File: config.mk
export PLATFORM = sky130hd
export DESIGN_NAME = adder_operand_stager
export DESIGN_NICKNAME = d
export VERILOG_FILES = /design/src/rtl/fast_arith_pkg.sv /design/src/rtl/operand_register.sv /design/src/rtl/adder_operand_stager.sv
export SDC_FILE = /design/constraint.sdc
export NUM_CORES = 1
export LEC_CHECK = 0
export CORE_UTILIZATION = 46
export DETAILED_ROUTE_END_ITERATION = 10
export PLACE_DENSITY = 0.77
export SLEW_MARGIN = 20
export SYNTH_ARGS = -nofsm -noshare
export SYNTH_HDL_FRONTEND = slang
export SYNTH_SLANG_ARGS = --single-unit
File: constraint.sdc
create_clock -name iClk -period 5.63 [get_ports iClk]
set_clock_uncertainty 0.2 [all_clocks]
set_input_delay 0.563 -clock iClk [delete_from_list [all_inputs] [get_ports iClk]]
set_output_delay 0.563 -clock iClk [all_outputs]
set_load 0.01 [all_outputs]
File: src/rtl/fast_arith_pkg.sv
// Shared types for the fast-arithmetic operand path.
// Holds stager occupancy encodings and the transfer-count width.
package fast_arith_pkg;

  typedef enum logic [1:0] {
    EMPTY = 2'd0,
    ONE   = 2'd1,
    FULL  = 2'd2
  } stager_state_t;

  localparam int COUNT_W = 16;

endpackage

File: src/rtl/operand_register.sv
// One {A, B, C} operand slot for the adder stager.
// Clear wins over load.
module operand_register #(
  parameter int WIDTH = 32
) (
  input  logic             iClk,
  input  logic             iClr,
  input  logic             iLoad,
  input  logic [WIDTH-1:0] iA,
  input  logic [WIDTH-1:0] iB,
  input  logic             iC,
  output logic [WIDTH-1:0] oA,
  output logic [WIDTH-1:0] oB,
  output logic             oC
);

  logic [2*WIDTH:0] r_data;

  always_ff @(posedge iClk) begin
    if (iClr) begin
      r_data <= '0;
    end else if (iLoad) begin
      r_data <= {iA, iB, iC};
    end
  end

  assign {oA, oB, oC} = r_data;

endmodule

File: src/rtl/adder_operand_stager.sv
// Two-deep skid stage feeding operands to a carry-select adder.
// Optional subtraction: define ADDER_OPERAND_STAGER_SUB_EN.
module adder_operand_stager
  import fast_arith_pkg::*;
#(
  parameter int WIDTH           = 32,
  parameter int BLOCK_WIDTH     = 8,
  parameter int SUB_BLOCK_WIDTH = 4
) (
  input  logic               iClk,
  input  logic               iRst,
  input  logic [WIDTH-1:0]   iA,
  input  logic [WIDTH-1:0]   iB,
  input  logic               iC,
`ifdef ADDER_OPERAND_STAGER_SUB_EN
  input  logic               iSub,
`endif
  input  logic               iValid,
  output logic               oReady,
  output logic [WIDTH-1:0]   oA,
  output logic [WIDTH-1:0]   oB,
  output logic               oC,
  output logic               oValid,
  input  logic               iReady,
  output logic [COUNT_W-1:0] oCount
);

  if ((WIDTH % BLOCK_WIDTH) != 0 ||
      (BLOCK_WIDTH % SUB_BLOCK_WIDTH) != 0) begin : g_bad_cfg
    $error("adder_operand_stager: block widths must divide WIDTH");
  end

  stager_state_t r_state;
  stager_state_t w_next;
  logic          r_ready;
  logic [COUNT_W-1:0] r_count;

  logic w_acc;
  logic w_xfer;
  logic w_load_out;
  logic w_load_skid;
  logic w_from_skid;

  logic [WIDTH-1:0] w_in_a;
  logic [WIDTH-1:0] w_in_b;
  logic             w_in_c;
  logic [WIDTH-1:0] w_skid_a;
  logic [WIDTH-1:0] w_skid_b;
  logic             w_skid_c;
  logic [WIDTH-1:0] w_out_a_d;
  logic [WIDTH-1:0] w_out_b_d;
  logic             w_out_c_d;

  // Subtract is a - b = a + ~b + 1, folded in before storage.
`ifdef ADDER_OPERAND_STAGER_SUB_EN
  assign w_in_a = iA;
  assign w_in_b = iSub ? ~iB : iB;
  assign w_in_c = iSub ? 1'b1 : iC;
`else
  assign w_in_a = iA;
  assign w_in_b = iB;
  assign w_in_c = iC;
`endif

  assign oValid = (r_state == ONE) || (r_state == FULL);
  assign oReady = r_ready;
  assign oCount = r_count;
  assign w_acc  = iValid && r_ready;
  assign w_xfer = oValid && iReady;

  always_comb begin
    w_next      = r_state;
    w_load_out  = 1'b0;
    w_load_skid = 1'b0;
    w_from_skid = 1'b0;
    unique case (r_state)
      EMPTY: begin
        if (w_acc) begin
          w_load_out = 1'b1;
          w_next     = ONE;
        end
      end
      ONE: begin
        if (w_acc && w_xfer) begin
          w_load_out = 1'b1;
        end else if (w_acc) begin
          w_load_skid = 1'b1;
          w_next      = FULL;
        end else if (w_xfer) begin
          w_next = EMPTY;
        end
      end
      FULL: begin
        if (w_xfer) begin
          w_load_out  = 1'b1;
          w_from_skid = 1'b1;
          w_next      = ONE;
        end
      end
      default: w_next = EMPTY;
    endcase
  end

  assign w_out_a_d = w_from_skid ? w_skid_a : w_in_a;
  assign w_out_b_d = w_from_skid ? w_skid_b : w_in_b;
  assign w_out_c_d = w_from_skid ? w_skid_c : w_in_c;

  operand_register #(.WIDTH(WIDTH)) u_out (
    .iClk  (iClk),
    .iClr  (iRst),
    .iLoad (w_load_out),
    .iA    (w_out_a_d),
    .iB    (w_out_b_d),
    .iC    (w_out_c_d),
    .oA    (oA),
    .oB    (oB),
    .oC    (oC)
  );

  operand_register #(.WIDTH(WIDTH)) u_skid (
    .iClk  (iClk),
    .iClr  (iRst),
    .iLoad (w_load_skid),
    .iA    (w_in_a),
    .iB    (w_in_b),
    .iC    (w_in_c),
    .oA    (w_skid_a),
    .oB    (w_skid_b),
    .oC    (w_skid_c)
  );

  // oReady comes from a flop so iReady never reaches it combinationally.
  always_ff @(posedge iClk) begin
    if (iRst) begin
      r_state <= EMPTY;
      r_ready <= 1'b0;
      r_count <= '0;
    end else begin
      r_state <= w_next;
      r_ready <= (w_next != FULL);
      if (w_xfer) begin
        r_count <= r_count + COUNT_W'(1);
      end
    end
  end

endmodule

==> reports/qor.csv, run 1 <==
metric,value,unit
gr-total-overflow,0,
path_class,reg -> reg,
core,12700,um^2
synth_warnings,0,
antenna_left,0,
worstMarginPinSlew,1.03,ns
syn_area,6070,um^2
htreeDepth,4,
die_x,117,um
die_area,13700,um^2
synth-async-reset-ratio,0,%
required,5.73,ns
synth_top_area_share,49.1,%
routed_via_density,5.32,
grt_use_total,23.2,%
wl,15600,um
cts_buffer_depth,2,
multi_input_area,2780,um^2
cts.reportedPaths.clkPinSlew,0.06,ns
avgSynthCellArea,7.93,um^2
setup_ws,2.60,ns
synth_ff_type,dfxtp_1,
worst_skew_pair.late_latency,0.41,ns
port-buffer-count,151,
syn-instance-count,765,
cp_max_fo,66,
grt_pass1_vias,5155,
run_status,"complete, no violations",
wl_per_cell,14.7,um
worstHoldPathType,reg -> reg,
post-place-ws,2.44,ns
gp_congestion,0.800,
drive_gt1_share,5.42,%
postCtsHoldBufs,0,
antenna_found_initial,0,
numCtsBuffers,17,
pwr_density_cell,329,nW/um^2
cts_sinks,149,
hold_violations,0,
startpoint_type,register,
drc,0,
timing.max_cap.violations,0,
die_h,117,um
leakagePower,2.85,nW
post_cts_buffers,0,
yosys-top-cells-count,"204 x nand2_1, 149 x dfxtp_1, 78 x nor2_1",
synth_edf_count,0,
tritoncts,built,
yosysSeqAreaShare,49.1,%
r2r_slack,2.60,ns
fmax,330,MHz
fin_crit_sh,53.9,%
final_nets,948,
cts_root_buf,clkbuf_16,
finalSetupViolCount,0,
rsz0062_at_grt,false,
yosysTopAreaCell,dfxtp_1,
grt_max_degree,102,
hpwl,9280,um
fin_setup_tns,0,ns
crit_arrival,3.14,ns
synth_nets,839,
firstDrtPassIters,5,
synthTopCellsByArea,"dfxtp_1 49%, nand2_1 13%, a311oi_1 9.4%, nand3_1 6.3%, a21oi_1 5.8%",
cts-resized-gates,0,
critPathCaptureType,register,
num_io_pins,152,
hold_slack,0.255,ns
start_util,47.7,%
fillers,1142,
totalPowerFinal,2.70,mW
slew_headroom,31.2,%
syn2layout_area_growth,34.8,%
rows,41,
slew_violations,0,
fin_area,8180,um^2
grt_pass1_wl,24700,um
num_vias,5632,
vdd_drop_max,0.185,mV
seq_area,2980,um^2
ys_ff_latch,149,
fin_crit,3.03,ns
placed_area,7570,um^2
synth.distinct_cells,31,
dr.first_iter.drc_count,477,
yosysMostFrequentCell,nand2_1,
-- registers in the layout, summed over array words and instances (netlist names) --
name / count
oReady: 1
oCount: 16
u_out.r_data: 65
u_skid.r_data: 65
r_state: 2
-- final cells by class --
| cell class | instances | share of cell area [%] |
|---|---|---|
| clock inverter | 9 | 1.85 |
| tap | 172 | 2.63 |
| multi-input combinational | 542 | 34.0 |
| clock buffer | 22 | 5.67 |
| antenna | 1 | 0.0306 |
| timing repair buffer | 160 | 19.2 |
| sequential | 149 | 36.4 |
| inverter | 4 | 0.183 |
-- worst paths after layout --
| kind | startpoint | cells after the start | to |
|---|---|---|---|
| max | r_state[0] | 7 | u_out.r_data[21] |
| min | u_skid.r_data[64] | 2 | u_skid.r_data[64] |
| max reg2reg | r_state[0] | 7 | u_out.r_data[21] |
| min reg2reg | u_skid.r_data[64] | 2 | u_skid.r_data[64] |
-- cell usage in the layout, fill, tap and decap left out, types with 5 or more instances in the layout --
cell             count
a21oi_1             70
xor2_1               7
nand3_1             76
nand2_1            203
nor2_1              78
buf_4               10
a311oi_1            65
nand4_1              5
clkdlybuf4s50_1    149
dfxtp_1            149
clkbuf_16           17
-- worst max-delay path, stage by stage, from the launching register on --
cell and delay [ns]:
dfxtp_1 0.40, inv_1 0.09, ha_1 0.46, nand3_1 0.17
a221oi_4 0.56, buf_4 0.63, nor2_1 0.11, a311oi_1 0.29
-- layer usage --
layer  track usage [%]  part of all wire [%]  up-vias
li1                  -                     -     2857
met1              28.6                    44     2585
met2              38.9                    48      170
met3              5.10                   5.7       20
met4              10.3                   1.5        0
met5                 0                     0        -
-- through the flow --
step,instances,util [%]
after floorplan,765,-
after global placement,1027,59.5
after detailed placement,1027,59.5
after CTS,1058,64.3
after global routing,1058,64.3
final,1059,64.3
-- report_power, final --
part | leakage, nW | internal, mW | switching [mW] | total (mW)
clock | 0.300 | 0.761 | 0.420 | 1.18
sequential | 1.21 | 1.12 | 0.0356 | 1.15
combinational | 1.34 | 0.181 | 0.182 | 0.363
total | 2.85 | 2.06 | 0.637 | 2.70
-- kinds of logic (layout without fill, tap and decap cells) --
logic type / after synthesis / count (layout) / synth area share, %
compound gates: 143 / 143 / 16.1
xor+xnor: 11 / 11 / 1.59
fa+ha+maj: 5 / 5 / 1.03
buf+inv: 74 / 195 / 5.32
flops: 149 / 149 / 49.1
mux: 3 / 3 / 0.557
other cells: 0 / 1 / 0
simple gates: 380 / 380 / 26.2
Power figures use the tool's default switching activity.
==> run 2: changes to the inputs <==
==> constraint.sdc (replaced) <==
create_clock -name iClk -period 2.85 [get_ports iClk]
set_clock_uncertainty 0.2 [all_clocks]
set_input_delay 0.285 -clock iClk [delete_from_list [all_inputs] [get_ports iClk]]
set_output_delay 0.285 -clock iClk [all_outputs]
set_load 0.01 [all_outputs]
==> run 2 against run 1 <==
Final cell count increased by 0.47%. Worst setup slack got worse by 2.3 ns. Fmax increased by 19%. Final area about the same. Critical path type unchanged. Combinational power increased by 100%. Highest routed layer unchanged. Core utilization about the same. Sequential power increased by 97%.
==> reports/qor.csv, run 2 (synthesis results as in run 1) <==
metric,value,unit,change
run_status,"complete, no violations",,unchanged
crit_arrival,2.66,ns,was 3.14 ns
slew_violations,0,,unchanged
firstDrtPassIters,5,,unchanged
rsz0062_at_grt,false,,unchanged
crit_family,compound AO/OA/AOI/OAI gates,,unchanged
r2r-start,r_state[0],,unchanged
die_h,117,um,unchanged
fmax,393,MHz,was 330 MHz
path_class,reg -> reg,,unchanged
required,2.96,ns,was 5.73 ns
tritoncts,built,,unchanged
totalPowerFinal,5.00,mW,was 2.70 mW
min_from,iRst,,was u_skid.r_data[64]
wl,15300,um,was 15600 um
cts.reportedPaths.clkPinSlew,0.06,ns,about the same
slew_headroom,50.5,%,was 31.2%
num_vias,5589,,was 5632
pwr_density_cell,611,nW/um^2,was 329 nW/um^2
layout_common_cells,"203 x nand2_1, 149 x clkdlybuf4s50_1, 149 x dfxtp_1, 78 x nor2_1, 76 x nand3_1",,unchanged
startpoint_type,register,,unchanged
vdd_drop_max,0.462,mV,was 0.185 mV
rows,41,,unchanged
dr.first_iter.drc_count,400,,was 477
cp_cell_sequence,"inv_1, ha_1, nand3_1, a221oi_4, buf_4, nor2_1, a311oi_1",,unchanged
fin_setup_tns,0,ns,unchanged
post_cts_buffers,0,,unchanged
start_util,47.7,%,unchanged
worstHoldPathType,in -> reg,,was reg -> reg
gp_congestion,0.788,,was 0.800
core,12700,um^2,unchanged
numCtsBuffers,17,,unchanged
n_antenna_cell,0,,was 1
syn2layout_area_growth,34.8,%,about the same
htreeDepth,4,,unchanged
cts_sinks,149,,unchanged
gr-total-overflow,0,,unchanged
slowest_delay,0.44,ns,was 0.63 ns
drc,0,,unchanged
min_to,oCount[4],,was u_skid.r_data[64]
grt_pass1_vias,5170,,was 5155
fin_crit_sh,89.2,%,was 53.9%
finalSetupViolCount,0,,unchanged
cts-resized-gates,0,,unchanged
layout_commonest_cell,nand2_1,,unchanged
leakagePower,2.86,nW,was 2.85 nW
grt_max_degree,93,,was 102
timing.max_cap.violations,0,,unchanged
r2r_slack,0.31,ns,was 2.60 ns
cp_max_fo,38,,was 66
worst_skew_pair.late_latency,0.42,ns,was 0.41 ns
rr_endpoint,u_out.r_data[32],,was u_out.r_data[21]
post-place-ws,0.341,ns,was 2.44 ns
fin_crit,2.54,ns,was 3.03 ns
grt_use_total,23.6,%,was 23.2%
final_nets,953,,was 948
postCtsHoldBufs,0,,unchanged
die_area,13700,um^2,unchanged
antenna_left,0,,unchanged
min_path_cells,2,,unchanged
rr_worst_depth,7,,unchanged
grt_pass1_wl,25200,um,was 24700 um
wl_per_cell,14.4,um,was 14.7 um
critPathSlowestCell,ha_1,,was buf_4
worstMarginPinSlew,0.743,ns,was 1.03 ns
setup_ws,0.307,ns,was 2.60 ns
die_x,117,um,unchanged
drive_gt1_share,5.61,%,was 5.42%
cts_buffer_depth,2,,unchanged
hold_violations,0,,unchanged
antenna_found_initial,0,,unchanged
critPathCaptureType,register,,unchanged
hold_slack,0.0435,ns,was 0.255 ns
timing.critical_path.buf_inv,2,,unchanged
hpwl,9600,um,was 9280 um
num_io_pins,152,,unchanged
port-buffer-count,151,,unchanged
routed_via_density,5.25,,was 5.32
cts_root_buf,clkbuf_16,,unchanged
==> run 2: worst register-to-register path, delay by kind of cell, from the launching register on <==
family	cells	cell delay, ns
AO/OA/AOI/OAI	2	0.62
flip-flops	1	0.41
buffers and inverters	2	0.52
AND/OR/NAND/NOR	2	0.24
adder cells (fa/ha/maj)	1	0.44
==> run 2: worst max-delay path by stage <==
stage	start	end	depth (start not counted)
floorplan	r_state[0]	oCount[15]	7
global placement	r_state[0]	u_skid.r_data[31]	7
detailed placement	r_state[0]	u_out.r_data[32]	7
CTS	r_state[0]	u_out.r_data[32]	7
global route	r_state[0]	u_out.r_data[28]	7
finish	r_state[0]	u_out.r_data[32]	7
==> run 2: layout make-up <==
type | count | area [um^2]
flip-flops and latches | 149 | 2980
inverters | 4 | 15.0
clock inverters | 4 | 20.0
fillers | 1175 | 4540
clock buffers | 28 | 507
well taps | 172 | 215
repair buffers | 165 | 1660
multi-input cells | 542 | 2780
==> run 2: where the power goes <==
part	switching (mW)	internal, mW
Sequential	0.0682	2.20
Combinational	0.361	0.369
Clock	0.798	1.20
Total	1.23	3.77
==> run 2: per-stage QoR <==
| stage | utilization [%] | area (um^2) | cells |
|---|---|---|---|
| global route | 64.3 | 8180 | 1064 |
| detailed placement | 60.2 | 7650 | 1032 |
| CTS | 64.3 | 8180 | 1064 |
| finish | 64.3 | 8180 | 1064 |
| floorplan | - | 6070 | 765 |
| global placement | 60.2 | 7650 | 1032 |
==> run 2: metal layers <==
metal / vias up / GRT usage, % / routed length, um / share of wire [%]
li1: 2868 / - / - / -
met1: 2536 / 30.1 / 6940 / 45
met2: 162 / 38.5 / 7240 / 47
met3: 23 / 5.36 / 832 / 5.4
met4: 0 / 10.1 / 284 / 1.9
met5: - / 0 / 0 / 0
==> run 3: changes to the inputs <==
--- a/config.mk
+++ b/config.mk
@@ -5,9 +5,12 @@
 export SDC_FILE = /design/constraint.sdc
 export NUM_CORES = 1
 export LEC_CHECK = 0
-export CORE_UTILIZATION = 46
+export CAP_MARGIN = 20
+export CELL_PAD_IN_SITES_DETAIL_PLACEMENT = 1
+export CELL_PAD_IN_SITES_GLOBAL_PLACEMENT = 2
+export CORE_UTILIZATION = 28
 export DETAILED_ROUTE_END_ITERATION = 10
-export PLACE_DENSITY = 0.77
+export PLACE_DENSITY = 0.81
 export SLEW_MARGIN = 20
 export SYNTH_ARGS = -nofsm -noshare
 export SYNTH_HDL_FRONTEND = slang
==> run 3 against run 2 <==
Final area increased by 3.4%. Via count increased by 3.1%. Global-route usage decreased by 6.3 points. Sequential power about the same. Combinational power increased by 4.7%.
==> reports/qor.csv, run 3 (synthesis results as in run 1) <==
metric,value,unit,change
run_status,"complete, no violations",,unchanged
fmax,403,MHz,was 393 MHz
seq_area,2980,um^2,unchanged
antenna_found_initial,0,,unchanged
cts_buffer_depth,2,,unchanged
leakagePower,2.92,nW,was 2.86 nW
final_nets,958,,was 953
rows,53,,was 41
htreeDepth,4,,unchanged
firstDrtPassIters,4,,was 5
n_antenna_cell,0,,unchanged
worstHoldPathType,in -> reg,,unchanged
grt_use_total,17.3,%,was 23.6%
fin_crit_sh,87.0,%,was 89.2%
gp_congestion,0.721,,was 0.788
required,2.37,ns,was 2.96 ns
r2r_slack,0.47,ns,was 0.31 ns
slew_violations,0,,unchanged
crit_arrival,1.99,ns,was 2.66 ns
wl,18700,um,was 15300 um
syn2layout_area_growth,39.4,%,was 34.8%
finalSetupViolCount,0,,unchanged
start_util,28.7,%,was 47.7%
die_area,22300,um^2,was 13700 um^2
grt_pass1_vias,5581,,was 5170
wl_per_cell,16.0,um,was 14.4 um
critPathSlowestCell,clkdlybuf4s50_1,,was ha_1
drive_gt1_share,6.58,%,was 5.61%
slew_headroom,45.6,%,was 50.5%
tritoncts,built,,unchanged
timing.critical_path.buf_inv,3,,was 2
dr.first_iter.drc_count,223,,was 400
critPathCaptureType,output pin,,was register
antenna_left,0,,unchanged
worstMarginPinSlew,0.815,ns,was 0.743 ns
die_x,149,um,was 117 um
fin_setup_tns,0,ns,unchanged
timing.max_cap.violations,0,,unchanged
num_vias,5764,,was 5589
layout_commonest_cell,nand2_1,,unchanged
cts_sinks,149,,unchanged
cts.reportedPaths.clkPinSlew,0.06,ns,about the same
drc,0,,unchanged
hpwl,11700,um,was 9600 um
cp_cell_sequence,"inv_1, ha_1, buf_4, clkdlybuf4s50_1",,"was inv_1, ha_1, nand3_1, a221oi_4, buf_4, nor2_1, a311oi_1"
cts_root_buf,clkbuf_16,,unchanged
routed_via_density,4.92,,was 5.25
gr-total-overflow,0,,unchanged
numCtsBuffers,17,,unchanged
slowest_delay,0.56,ns,was 0.44 ns
hold_slack,0.0908,ns,was 0.0435 ns
vdd_drop_max,0.354,mV,was 0.462 mV
die_h,149,um,was 117 um
cts-resized-gates,0,,unchanged
core,21200,um^2,was 12700 um^2
startpoint_type,register,,unchanged
post_cts_buffers,0,,unchanged
crit_family,buffers and inverters,,was compound AO/OA/AOI/OAI gates
layout_common_cells,"203 x nand2_1, 149 x clkdlybuf4s50_1, 149 x dfxtp_1, 78 x nor2_1, 76 x nand3_1",,unchanged
hold_violations,0,,unchanged
postCtsHoldBufs,0,,unchanged
port-buffer-count,151,,unchanged
pwr_density_cell,640,nW/um^2,was 611 nW/um^2
fillers,2493,,was 1175
path_class,reg -> out,,was reg -> reg
num_io_pins,152,,unchanged
cp_max_fo,6,,was 38
multi_input_area,2780,um^2,unchanged
fin_crit,2.48,ns,was 2.54 ns
grt_max_degree,66,,was 93
worst_skew_pair.late_latency,0.42,ns,about the same
rsz0062_at_grt,false,,unchanged
grt_pass1_wl,30000,um,was 25200 um
totalPowerFinal,5.42,mW,was 5.00 mW
## run 3: cell types whose count changed in the layout (fill, tap and decap cells not counted), sizes merged
cell	delta
clkbuf	-9
buf	+5
bufinv	+4
clkinvlp	+2
clkinv	+1
inv	+1
## run 3: layout make-up
class                   count  area share, %
clock inverters            12           2.13
repair buffers            170           20.4
inverters                   4          0.178
flip-flops and latches    149           35.3
well taps                 275           4.07
clock buffers              19           5.12
multi-input cells         542           32.9
## run 3: tightest hold or removal path: stages
cell and delay, ns:
buf_2 0.19, nand3_1 0.11, a311oi_1 0.08
## run 3: final timing paths
kind | from | endpoint | cells after the start
worst min register to register | u_skid.r_data[60] | u_skid.r_data[60] | 2
worst min-delay path | iReady | u_out.r_data[39] | 3
worst max register to register | r_state[1] | u_out.r_data[20] | 7
worst max-delay path | r_state[1] | oValid | 4
## run 3: where the power goes
| part | internal, mW | total [mW] | switching, mW |
|---|---|---|---|
| Clock | 1.46 | 2.38 | 0.913 |
| Sequential | 2.20 | 2.28 | 0.0728 |
| Combinational | 0.383 | 0.764 | 0.380 |
| Total | 4.05 | 5.42 | 1.37 |
## run 3: metal layers
metal  track usage [%]  share of wire, %  vias to the layer above
li1                  -                 -                     2878
met1              22.6                48                     2760
met4              5.97               1.3                        0
met3              3.21               3.2                       18
met2              28.6                47                      108
met5                 0                 0                        -
## run 3: per-stage QoR
stage | cells | util, % | cell area (um^2) | setup WS, ns
CTS | 1171 | 40.0 | 8460 | 0.327
floorplan | 765 | - | 6070 | 0.499
detailed placement | 1140 | 37.1 | 7850 | 0.414
global placement | 1140 | 37.1 | 7850 | 0.521
finish | 1171 | 40.0 | 8460 | 0.371
global route | 1171 | 40.0 | 8460 | 0.269
